==> src/rtl/traffic_sequencer_if.sv <==
// Signal bundle between the traffic sequencer and its consumers:
// the pedestrian request input and the phase/colour outputs.
interface traffic_sequencer_if #(
    parameter int CW = 4
);
    logic          pedestrian;
    logic [1:0]    currColour;
    logic [CW-1:0] phase_count;
    logic          phase_start;
    logic          walk;
    logic          ped_pending;

    modport master (
        output pedestrian,
        input  currColour, phase_count, phase_start, walk, ped_pending
    );

    modport slave (
        input  pedestrian,
        output currColour, phase_count, phase_start, walk, ped_pending
    );
endinterface

==> src/rtl/traffic_sequencer.sv <==
// Junction light phase sequencer: RED -> GREEN -> AMBER -> RED with per-phase
// durations; a latched pedestrian request cuts GREEN short to MIN_GREEN cycles.
module traffic_sequencer #(
    parameter int RED_TICKS   = 10,
    parameter int GREEN_TICKS = 8,
    parameter int AMBER_TICKS = 4,
    parameter int MIN_GREEN   = 3,
    parameter int CW          = 4
) (
    input  logic second_clk,
    input  logic reset,
    traffic_sequencer_if.slave tl
);
    typedef enum logic [1:0] {
        RED   = 2'b00,
        AMBER = 2'b01,
        GREEN = 2'b11
    } state_t;

    localparam logic [CW-1:0] RED_LAST   = CW'(RED_TICKS - 1);
    localparam logic [CW-1:0] GREEN_LAST = CW'(GREEN_TICKS - 1);
    localparam logic [CW-1:0] AMBER_LAST = CW'(AMBER_TICKS - 1);
    localparam logic [CW-1:0] MIN_LAST   = CW'(MIN_GREEN - 1);

    state_t        r_state, w_state_nxt;
    logic [CW-1:0] r_count, w_count_nxt;
    logic          r_ped, w_ped_nxt;
    logic          w_phase_end;

    always_ff @(posedge second_clk) begin
        if (reset) begin
            r_state <= RED;
            r_count <= '0;
            r_ped   <= 1'b0;
        end else begin
            r_state <= w_state_nxt;
            r_count <= w_count_nxt;
            r_ped   <= w_ped_nxt;
        end
    end

    always_comb begin
        w_state_nxt = r_state;
        w_phase_end = 1'b0;
        case (r_state)
            RED: begin
                if (r_count == RED_LAST) begin
                    w_phase_end = 1'b1;
                    w_state_nxt = GREEN;
                end
            end
            GREEN: begin
                // Shortening uses the registered request only.
                if (r_count == GREEN_LAST || (r_ped && r_count >= MIN_LAST)) begin
                    w_phase_end = 1'b1;
                    w_state_nxt = AMBER;
                end
            end
            AMBER: begin
                if (r_count == AMBER_LAST) begin
                    w_phase_end = 1'b1;
                    w_state_nxt = RED;
                end
            end
            default: begin
                w_phase_end = 1'b1;
                w_state_nxt = RED;
            end
        endcase

        w_count_nxt = w_phase_end ? '0 : r_count + CW'(1);

        // RED already serves pedestrians, so requests there are dropped and
        // entering RED clears any pending one, overriding a same-cycle set.
        w_ped_nxt = r_ped;
        if (r_state != RED && tl.pedestrian)
            w_ped_nxt = 1'b1;
        if (r_state != RED && w_state_nxt == RED)
            w_ped_nxt = 1'b0;
    end

    assign tl.currColour  = r_state;
    assign tl.phase_count = r_count;
    assign tl.phase_start = (r_count == '0);
    assign tl.walk        = (r_state == RED);
    assign tl.ped_pending = r_ped;
endmodule

==> src/flat_wrapper.sv <==
// flat-port wrapper written by rule: the top's interface ports become plain ports
module traffic_sequencer_flat 
#(
    parameter int RED_TICKS   = 10,
    parameter int GREEN_TICKS = 8,
    parameter int AMBER_TICKS = 4,
    parameter int MIN_GREEN   = 3,
    parameter int CW          = 4
)
  (second_clk, reset, tl_pedestrian, tl_currColour, tl_phase_count, tl_phase_start, tl_walk, tl_ped_pending);
  traffic_sequencer_if #(.CW(CW)) tl_i ();
  input  logic second_clk;
  input  logic reset;
  input wire logic [$bits(tl_i.pedestrian)-1:0] tl_pedestrian;
  output wire logic [$bits(tl_i.currColour)-1:0] tl_currColour;
  output wire logic [$bits(tl_i.phase_count)-1:0] tl_phase_count;
  output wire logic [$bits(tl_i.phase_start)-1:0] tl_phase_start;
  output wire logic [$bits(tl_i.walk)-1:0] tl_walk;
  output wire logic [$bits(tl_i.ped_pending)-1:0] tl_ped_pending;
  assign tl_i.pedestrian = tl_pedestrian;
  assign tl_currColour = tl_i.currColour;
  assign tl_phase_count = tl_i.phase_count;
  assign tl_phase_start = tl_i.phase_start;
  assign tl_walk = tl_i.walk;
  assign tl_ped_pending = tl_i.ped_pending;
  traffic_sequencer #(.RED_TICKS(RED_TICKS), .GREEN_TICKS(GREEN_TICKS), .AMBER_TICKS(AMBER_TICKS), .MIN_GREEN(MIN_GREEN), .CW(CW)) u_core (.second_clk(second_clk), .reset(reset), .tl(tl_i));
endmodule
==> config.mk <==
export PLATFORM = sky130hd
export DESIGN_NAME = traffic_sequencer_flat
export DESIGN_NICKNAME = d
export VERILOG_FILES = /design/src/rtl/traffic_sequencer_if.sv /design/src/rtl/traffic_sequencer.sv /design/src/flat_wrapper.sv
export SDC_FILE = /design/constraint.sdc
export NUM_CORES = 1
export LEC_CHECK = 0
export CAP_MARGIN = 20
export CORE_AREA = 3 3 40 42
export DETAILED_ROUTE_END_ITERATION = 12
export DIE_AREA = 0 0 43 45
export PLACE_DENSITY = 0.56
export SETUP_SLACK_MARGIN = 0.5
export SKIP_CTS_REPAIR_TIMING = 1
export SLEW_MARGIN = 10
export SYNTH_ARGS = -nofsm -noshare
export SYNTH_HDL_FRONTEND = slang
export SYNTH_SLANG_ARGS = --single-unit
==> constraint.sdc <==
create_clock -name second_clk -period 3.2 [get_ports second_clk]
set_input_delay 0.64 -clock second_clk [delete_from_list [all_inputs] [get_ports second_clk]]
set_output_delay 0.64 -clock second_clk [all_outputs]
set_load 0.02 [all_outputs]
# --- After elaboration in Yosys (flattened, before gate mapping) ---
# Cells that the tools add are included.
totals:
  wordCells: 28
  input_bits: 3
  register_bits: 7
classes:
  muxes: 8
  add_sub_neg: 1
  reduce_logical: 10
  eq_ne: 5
  order_cmp: 1
ops:
  columns: ["cell", "n"]
  rows:
  - ["$mux 2", 3]
  - ["$pmux 2 s3", 1]
  - ["$add 4x1->4 const B", 1]
  - ["$eq 4x2->1 const B", 1]
  - ["$eq 4x3->1 const B", 1]
  - ["$eq 4x4->1 const B", 1]
  - ["$ge 4x2->1 const B", 1]
  - ["$logic_not 2->1", 2]
  - ["$logic_not 4->1", 1]
  - ["$reduce_or 2->1", 2]
  - ["$logic_and 1x1->1", 3]
  - ["$mux 1", 3]
  - ["$pmux 1 s3", 1]
  - ["$eq 2x1->1 const B", 1]
  - ["$eq 2x2->1 const B", 1]
  - ["$reduce_bool 2->1", 1]
  - ["$logic_or 1x1->1", 1]

# --- Logic depth before layout (Yosys ltp) ---
# Gate-level depths: netlist (run 1).
logic_depth:
  word_depth: 8
  ltp_mapped: 5

# --- Worst setup path before layout (run 1) ---
# No wires, ideal clock.
synth_path:
  path_kind: "register -> output"
  from: "register u_core.r_count[1] (netlist: u_core.tl.phase_count[1])"
  to: "output port tl_phase_start"
  slack_ps: 1398
  arrival_ps: 1162
  path_stages_with_launch: 4
  path_cell_list: "dfxtp_1 -> inv_1 -> ha_1 -> nor3b_1"
synth_via:
  elab_chain_len: 1
synth_lines:
  columns: ["item", "line", "rtl"]
  rows:
  - ["start: declaration", "traffic_sequencer.sv:26", "logic [CW-1:0] r_count, w_count_nxt;"]
  - ["start signal: assignment", "traffic_sequencer.sv:37", "r_count <= w_count_nxt;"]
  - ["$logic_not 4->1", "traffic_sequencer.sv:84", "assign tl.phase_start = (r_count == '0);"]
  - ["end: declaration", "flat_wrapper.sv:17", "output wire logic [$bits(tl_i.phase_start)-1:0] tl_phase_start;"]
# Every way passes these cells.

# --- Worst setup path in the final report (run 1) ---
# Same ends and word-level chain as after synthesis.

==> results of run 1 <==
==> where the power goes <==
group          switching [W]  internal (W)  leakage, nW
Combinational      0.0000199     0.0000226        0.131
Clock              0.0000289     0.0000473       0.0150
Sequential        0.00000724     0.0000912       0.0570
==> registers in the layout, indices dropped and copies added, names as in the netlist <==
register / count
u_core.tl.ped_pending: 1
u_core.tl.currColour: 2
u_core.tl.phase_count: 4
==> final cells by class <==
class                      count  area share, %
clock buffer                   4           4.71
inverter                       4           2.69
multi-input combinational     33           44.4
sequential                     7           25.1
tap                           15           3.36
timing repair buffer          11           19.7
==> Yosys cell counts, drive strengths merged <==
| cell | number | area, um2 |
|---|---|---|
| or3 | 1 | 6.26 |
| nor3 | 3 | 15.0 |
| ha | 4 | 50.1 |
| nand3b | 1 | 7.51 |
| a21oi | 1 | 5.00 |
| nand2 | 4 | 15.0 |
| o31ai | 1 | 7.51 |
| xnor2 | 1 | 8.76 |
| a2bb2oi | 1 | 15.0 |
| a211oi | 2 | 15.0 |
| nand3 | 3 | 15.0 |
| xor2 | 1 | 8.76 |
| nor2 | 1 | 3.75 |
| and3b | 1 | 10.0 |
| buf | 1 | 11.3 |
| inv | 4 | 15.0 |
| nor3b | 2 | 15.0 |
| a31oi | 1 | 6.26 |
| a222oi | 1 | 10.0 |
| nor4 | 1 | 6.26 |
| dfxtp | 7 | 140 |
| and2b | 1 | 7.51 |
| or4b | 1 | 13.8 |
| nand2b | 1 | 6.26 |
==> per-stage QoR <==
step / instance area, um2 / util, % / hold slack, ps
4_1_cts: 558 / 43.4 / 543
2_1_floorplan: 414 / - / 577
6_report: 558 / 43.4 / 542
3_3_place_gp: 532 / 41.4 / 518
3_5_place_dp: 532 / 41.4 / 539
5_1_grt: 558 / 43.4 / 589
==> worst paths after layout <==
path	start	end	slack (ps)	cells past startpoint
worst max register to register	u_core.tl.phase_count[1]	u_core.tl.phase_count[2]	1500	4
worst min register to register	u_core.tl.currColour[0]	u_core.tl.currColour[0]	540	2
worst max-delay path	u_core.tl.phase_count[1]	tl_phase_start	920	4
worst min-delay path	u_core.tl.currColour[0]	u_core.tl.currColour[0]	540	2
==> layer usage <==
metal  global-route usage, %  vias up
met1                    13.6      159
met4                    3.61        0
met3                    6.37        0
li1                        -      190
met2                    16.5       15
met5                       0        -
==> logic make-up (layout without fill, tap and decap cells) <==
family,count (synthesis),in the layout
flip-flops,7,7
adder cells (fa/ha/maj),4,4
buffers and inverters,5,19
AND/OR/NAND/NOR,20,20
AO/OA/AOI/OAI,7,7
XOR/XNOR,2,2
==> worst reg2reg max path, delay by kind of cell, from the launching register on <==
| kind | cells | cell delay (ps) |
|---|---|---|
| adders and majority gates | 1 | 280 |
| and+or+nand+nor | 2 | 600 |
| DFF | 1 | 440 |
| AOI/OAI and AO/OA | 1 | 240 |
==> flow_summary.yaml, run 1 <==
synth:
  synth_top_family_by_area: "simple AND/OR/NAND/NOR gates"
  synth_seq_cells: 7
  synth_xor_xnor_area_share_pct: 4.23
  ys_types: 24
  synthAdderAreaFrac_pct: 12.1
  yosys_warnings: 0
  muxShareOfSynthArea_pct: 0
  netlist_instances: 45
  yosysSeqAreaShare_pct: 33.8
  synth_compound_area_share_pct: 14.2
  netlist_area_um2: 414
  syn_nets: 52
  yosys.area_share.simple_pct: 29.3
  syn_area_per_cell_um2: 9.20
sta:
  finalHoldViolCount: 0
  fin_skew_ps: 0.628
  fmax_mhz: 438
  fin_crit_ps: 2280
  rsz0062_at_grt: "no"
  relSlewSlack_pct: 67.1
  worst_slack_ps: 918
  setup_tns_ps: 0
  fin_crit_sh_pct: 71.3
  slew_viol_final: 0
  tightest_slew_ps: 491
  setup_viol: 0
finish:
  drive_gt1_share_pct: 10.2
  layout_common_cells: "clkdlybuf4s50_1 (11), dfxtp_1 (7), inv_1 (4), nand2_1 (4), ha_1 (4)"
  final_common_cell: "clkdlybuf4s50_1"
  fin_cells: 74
  multi_input_area_um2: 248
  regArea_um2: 140
  final_nets: 67
  area_growth_pct: 34.7
  diodes: 0
  fill_cells: 141
placed_design:
  dp.cells: 70
  dp_worst_setup_slack_ps: 1180
  io_buffers: 11
  detailed_place_hpwl_um: 664
  gp_congestion: 0.640
floorplanning:
  fp.dieH_um: 45
  core_um2: 1280
  rows: 13
  dieArea_um2: 1940
  fp.dieW_um: 43
  io_pins: 12
  initial_core_util_pct: 32.2
cts:
  cts_buffers: 3
  clkSinkCount: 7
  cts_tree: "yes"
  clk_pin_slew_worst_paths_ps: 50
  clock_path_buffers: 2
  insertion_delay_ps: 240
  htreeDepth: 1
  clock_tree.root_cell: "clkbuf_4"
power_and_ir_drop:
  p_leak_nw: 0.203
  power.density_nw_per_um2: 389
  total_power_w: 0.000217
  irDropWorstVdd_mv: 0.288
global_routing:
  grt_pass1_vias: 353
  antenna_found_initial: 0
  grt-ovfl-total: 0
  grt.total_usage_pct: 11.1
  grt_pass1_wl_um: 1570
  grt_max_degree: 10
detailed_routing:
  drt_iter0_drc: 9
  dr_wl_met2_um: 360
  via_per_inst: 4.92
  dr_wl_met3_um: 80
  wl_per_cell_um: 11.8
  m1WireLength_um: 432
  drc: 0
  ant_nets: 0
  routed.top_layer: "met3"
  first_pass_iters: 4
  vias: 364
  wirelength_um: 872
worst_setup_path:
  critPathBufInv: 2
  worst_setup_path_start_kind: "flip-flop"
  worstPathCellList: "inv_1 > ha_1 > nor3b_1 > clkdlybuf4s50_1"
  worstSetupPathType: "flip-flop to output port"
  cp-end-kind: "output port"
  worstPathArrival_ps: 1640
  crit_family: "buffers and inverters"
  crit_path_top_delay_cell: "clkdlybuf4s50_1"
  required_ps: 2560
  max_stage_delay_ps: 640
  worstPathMaxFanout: 7
worst_hold_path:
  hold_class: "flip-flop to flip-flop"
outcome:
  outcome: "finished clean"
run:
  max_cap_viol_count: 0
(Power assumes the default switching activity.)
==> inputs of run 2 (changes only) <==
PLACE_DENSITY = 0.58   (was 0.56)
clock period = 1.8 ns   (was 3.2 ns; I/O delays follow)
==> flow_summary.yaml, run 2 (synthesis results as in run 1) <==
finish:
  drive_gt1_share_pct: 51.4
  largest_reg_flops: 4
  diodes: 0
  area_growth_pct: 75.2
  multi_input_area_um2: 314
  regArea_um2: 153
  final_common_cell: "buf_4"
  final_area_um2: 726
  fill_cells: 121
  final_nets: 78
  post-route-util_pct: 56.5
  fin_cells: 85
  layout_common_cells: "buf_4 (11), dlymetal6s2s_1 (6), nand2_1 (4), dfxtp_2 (4)"
floorplanning:
  fp.dieH_um: 45
  fp.dieW_um: 43
  io_pins: 12
  rows: 13
  initial_core_util_pct: 32.2
  dieArea_um2: 1940
  core_um2: 1280
power_and_ir_drop:
  p_leak_nw: 0.377
  switchingPower_w: 0.000112
  cell_internal_pwr_w: 0.000308
  power.density_nw_per_um2: 580
  switching_share_pct: 26.7
  irDropWorstVdd_mv: 0.381
  p_clk_share_pct: 32.4
  total_power_w: 0.000421
  seq_power_share_pct: 41.5
  combPwrFrac_pct: 26.1
detailed_routing:
  drt_iter0_drc: 6
  first_pass_iters: 4
  vias: 432
  drc: 0
  wirelength_um: 1060
  via_per_inst: 5.08
  ant_nets: 0
  wl_per_cell_um: 12.5
worst_setup_path:
  worst_setup_path_start_kind: "flip-flop"
  r2r_slack_ps: 310
  critPathBufInv: 2
  r2r-start: "u_core.tl.phase_count[2]"
  reg2regPathDepth: 4
  cp-end-kind: "output port"
  max_stage_delay_ps: 370
  crit_path_top_delay_cell: "dfxtp_4"
  worstPathMaxFanout: 5
  reg2reg_to: "u_core.tl.phase_count[2]"
  worstSetupPathType: "flip-flop to output port"
  worstPathCellList: "inv_1 > ha_1 > nor3b_2 > dlymetal6s2s_1"
  required_ps: 1440
  worst-path-stages: 4
  worstPathArrival_ps: 1200
  crit_family: "flip-flops"
cts:
  clock_path_buffers: 2
  clk_pin_slew_worst_paths_ps: 50
  cts_tree: "yes"
  htreeDepth: 1
  insertion_delay_ps: 240
  clock_tree.root_cell: "clkbuf_4"
  cts_buffers: 3
  clkSinkCount: 7
outcome:
  outcome: "finished clean"
global_routing:
  grt-ovfl-total: 0
  grt_pass1_vias: 395
  grt_max_degree: 10
  grt.total_usage_pct: 12.4
  antenna_found_initial: 0
  grt_pass1_wl_um: 1730
worst_hold_path:
  hp-start: "u_core.tl.currColour[1]"
  min_path_cells: 2
  hold_path_end: "u_core.tl.currColour[1]"
  hold_class: "flip-flop to flip-flop"
run:
  max_cap_viol_count: 0
placed_design:
  dp.cells: 74
  detailed_place_hpwl_um: 731
  io_buffers: 11
  place_area_um2: 598
  gp_congestion: 0.661
sta:
  tightest_slew_ps: 310
  slew_viol_final: 0
  fin_skew_ps: 0.346
  finalHoldViolCount: 0
  fmax_mhz: 640
  rsz0062_at_grt: "yes"
  relSlewSlack_pct: 79.3
  setup_viol: 0
  fin_crit_sh_pct: 86.9
  fin_crit_ps: 1560
run 2: cell types whose count changed in the layout (fill, tap and decap cells not counted), sizes merged:
cell           change
buf               +13
clkdlybuf4s50      -9
dlymetal6s2s       +6
clkbuf             +1
run 2: metrics by stage:
| step | hold WS (ps) | setup WS (ps) | TNS [ps] |
|---|---|---|---|
| global placement | 468 | 126 | 0 |
| global route | 568 | 165 | 0 |
| floorplan | 429 | 402 | 0 |
| CTS | 478 | -170 | -196 |
| detailed placement | 469 | 115 | 0 |
| finish | 536 | 237 | 0 |
run 2: tightest hold or removal path, stage by stage, from the launching register on:
cell,delay [ps]
dfxtp_2,350
nand2_1,90
a211oi_1,60
run 2: how the worst max path moves through the flow:
stage	slack, ps	end	from
after CTS	-170	tl_phase_start	u_core.tl.phase_count[0]
after floorplan	400	u_core.tl.phase_count[2]	u_core.tl.phase_count[0]
after global routing	160	tl_phase_start	u_core.tl.phase_count[0]
final	240	tl_phase_start	u_core.tl.phase_count[0]
after global placement	130	tl_phase_start	u_core.tl.phase_count[0]
after detailed placement	110	tl_phase_start	u_core.tl.phase_count[0]
run 2: area by class of cell:
cell class              count  area share (%)
clock buffers               4            3.62
inverters                   4            2.07
flip-flops and latches      7            21.0
repair buffers             22            27.4
well taps                  15            2.59
multi-input cells          33            43.3
run 2: power groups by stage:
| stage | registers, W | logic, W | clock network [W] |
|---|---|---|---|
| 2_1_floorplan | 0.000184 | 0.0000463 | 0 |
| 3_3_place_gp | 0.000178 | 0.0000879 | 0 |
| 3_5_place_dp | 0.000178 | 0.0000882 | 0 |
| 4_1_cts | 0.000175 | 0.0000890 | 0.000145 |
| 5_1_grt | 0.000176 | 0.000119 | 0.000156 |
| 6_report | 0.000175 | 0.000110 | 0.000136 |
run 2: metal layers:
layer  GRT usage, %  share of wire (%)  up-vias
li1               -                  -      214
met1           13.1                 42      199
met2           20.4                 48       17
met3           8.37                8.6        2
met4           3.61                1.6        0
met5              0                  0        -
==> inputs of run 3 (changes only) <==
PLACE_DENSITY = 0.56   (was 0.58)
clock period = 1.7 ns   (was 1.8 ns; I/O delays follow)
==> flow_summary.yaml, run 3 (synthesis results as in run 1) <==
finish:
  layout_common_cells: "buf_4 (13), buf_6 (7), dfxtp_4 (5), inv_1 (4), nand2_1 (4)"
  diodes: 0
  drive_gt1_share_pct: 58.3
  final_common_cell: "buf_4"
  largest_reg_flops: 4
  area_growth_pct: 78.2
  final_nets: 80
  post-route-util_pct: 57.4
power_and_ir_drop:
  cell_internal_pwr_w: 0.000334
  irDropWorstVdd_mv: 0.405
  p_clk_share_pct: 33.0
  total_power_w: 0.000464
  switchingPower_w: 0.000130
  switching_share_pct: 28.0
  p_leak_nw: 0.307
  power.density_nw_per_um2: 629
  seq_power_share_pct: 38.3
  combPwrFrac_pct: 28.7
outcome:
  outcome: "finished clean"
detailed_routing:
  drc: 0
  ant_nets: 0
  wirelength_um: 1090
  wl_per_cell_um: 12.5
  via_per_inst: 4.93
  vias: 429
  drt_iter0_drc: 7
  first_pass_iters: 4
cts:
  clkSinkCount: 7
  clock_tree.root_cell: "clkbuf_4"
  insertion_delay_ps: 250
  clock_path_buffers: 2
  clk_pin_slew_worst_paths_ps: 60
  cts_tree: "yes"
  htreeDepth: 1
  cts_buffers: 3
floorplanning:
  initial_core_util_pct: 32.2
  fp.dieW_um: 43
  dieArea_um2: 1940
  rows: 13
  core_um2: 1280
  fp.dieH_um: 45
  io_pins: 12
sta:
  relSlewSlack_pct: 71.1
  slew_viol_final: 0
  rsz0062_at_grt: "yes"
  tightest_slew_ps: 432
  finalHoldViolCount: 0
  fmax_mhz: 660
  fin_skew_ps: 7.74
  setup_viol: 0
  fin_crit_ps: 1510
  fin_crit_sh_pct: 89.1
worst_setup_path:
  worstSetupPathType: "flip-flop to flip-flop"
  reg2reg_to: "u_core.tl.phase_count[0]"
  worst_setup_path_start_kind: "flip-flop"
  reg2regPathDepth: 5
  worstPathArrival_ps: 1640
  cp-end-kind: "flip-flop"
  r2r_slack_ps: 190
  worstPathMaxFanout: 6
  required_ps: 1820
  r2r-start: "u_core.tl.phase_count[1]"
run:
  max_cap_viol_count: 0
worst_hold_path:
  hold_path_end: "u_core.tl.ped_pending"
  hold_class: "flip-flop to flip-flop"
  min_path_cells: 2
  hp-start: "u_core.tl.ped_pending"
placed_design:
  detailed_place_hpwl_um: 754
  gp_congestion: 0.706
  io_buffers: 11
global_routing:
  grt_max_degree: 10
  antenna_found_initial: 0
  grt_pass1_wl_um: 1680
  grt.total_usage_pct: 11.9
  grt_pass1_vias: 404
  grt-ovfl-total: 0
## run 3: worst max-delay path, stage by stage (launching register included)
cell and delay [ps]:
dfxtp_4 340, buf_6 120, ha_4 130, or4b_4 490
a2bb2oi_4 240, nor3_1 70
## run 3: how the worst max path moves through the flow
| stage | from | to | slack (ps) | cells after the start |
|---|---|---|---|---|
| floorplan | u_core.tl.phase_count[0] | u_core.tl.phase_count[2] | 300 | 4 |
| global placement | u_core.tl.phase_count[1] | tl_phase_start | 50 | 4 |
| detailed placement | u_core.tl.phase_count[1] | tl_phase_start | 50 | 4 |
| CTS | u_core.tl.phase_count[1] | tl_phase_start | -230 | 4 |
| global route | u_core.tl.phase_count[1] | u_core.tl.phase_count[0] | 140 | 5 |
| finish | u_core.tl.phase_count[1] | u_core.tl.phase_count[0] | 190 | 5 |
## run 3: per-layer routing
layer	share of wire (%)	global-route usage [%]	up-vias
met3	4.7	5.98	0
met5	0	0	-
li1	-	-	218
met2	51	19.5	8
met1	45	13.8	203
met4	0	3.61	0
## run 3: area by class of cell
| cell class | count | area (um2) |
|---|---|---|
| fill | 111 | 547 |
| multi-input combinational | 33 | 310 |
| timing repair buffer | 24 | 206 |
| sequential | 7 | 161 |
| clock buffer | 4 | 26.3 |
| tap | 15 | 18.8 |
| inverter | 4 | 15.0 |
## run 3: power by group through the flow
stage	clock network (W)	registers (W)	logic, W
after global routing	0.000168	0.000179	0.000143
after floorplan	0	0.000195	0.0000536
after CTS	0.000159	0.000180	0.000109
after global placement	0	0.000183	0.000108
final	0.000153	0.000178	0.000133
after detailed placement	0	0.000183	0.000109
## run 3: per-stage QoR
step / setup slack, ps / setup TNS, ps / hold WS [ps] / cells / cell area, um2
final: 186 / 0 / 503 / 87 / 738
after global routing: 139 / 0 / 541 / 87 / 738
after CTS: -230 / -444 / 534 / 79 / 638
after detailed placement: 46.9 / 0 / 524 / 75 / 612
after global placement: 48.2 / 0 / 522 / 75 / 612
after floorplan: 302 / 0 / 409 / 45 / 457
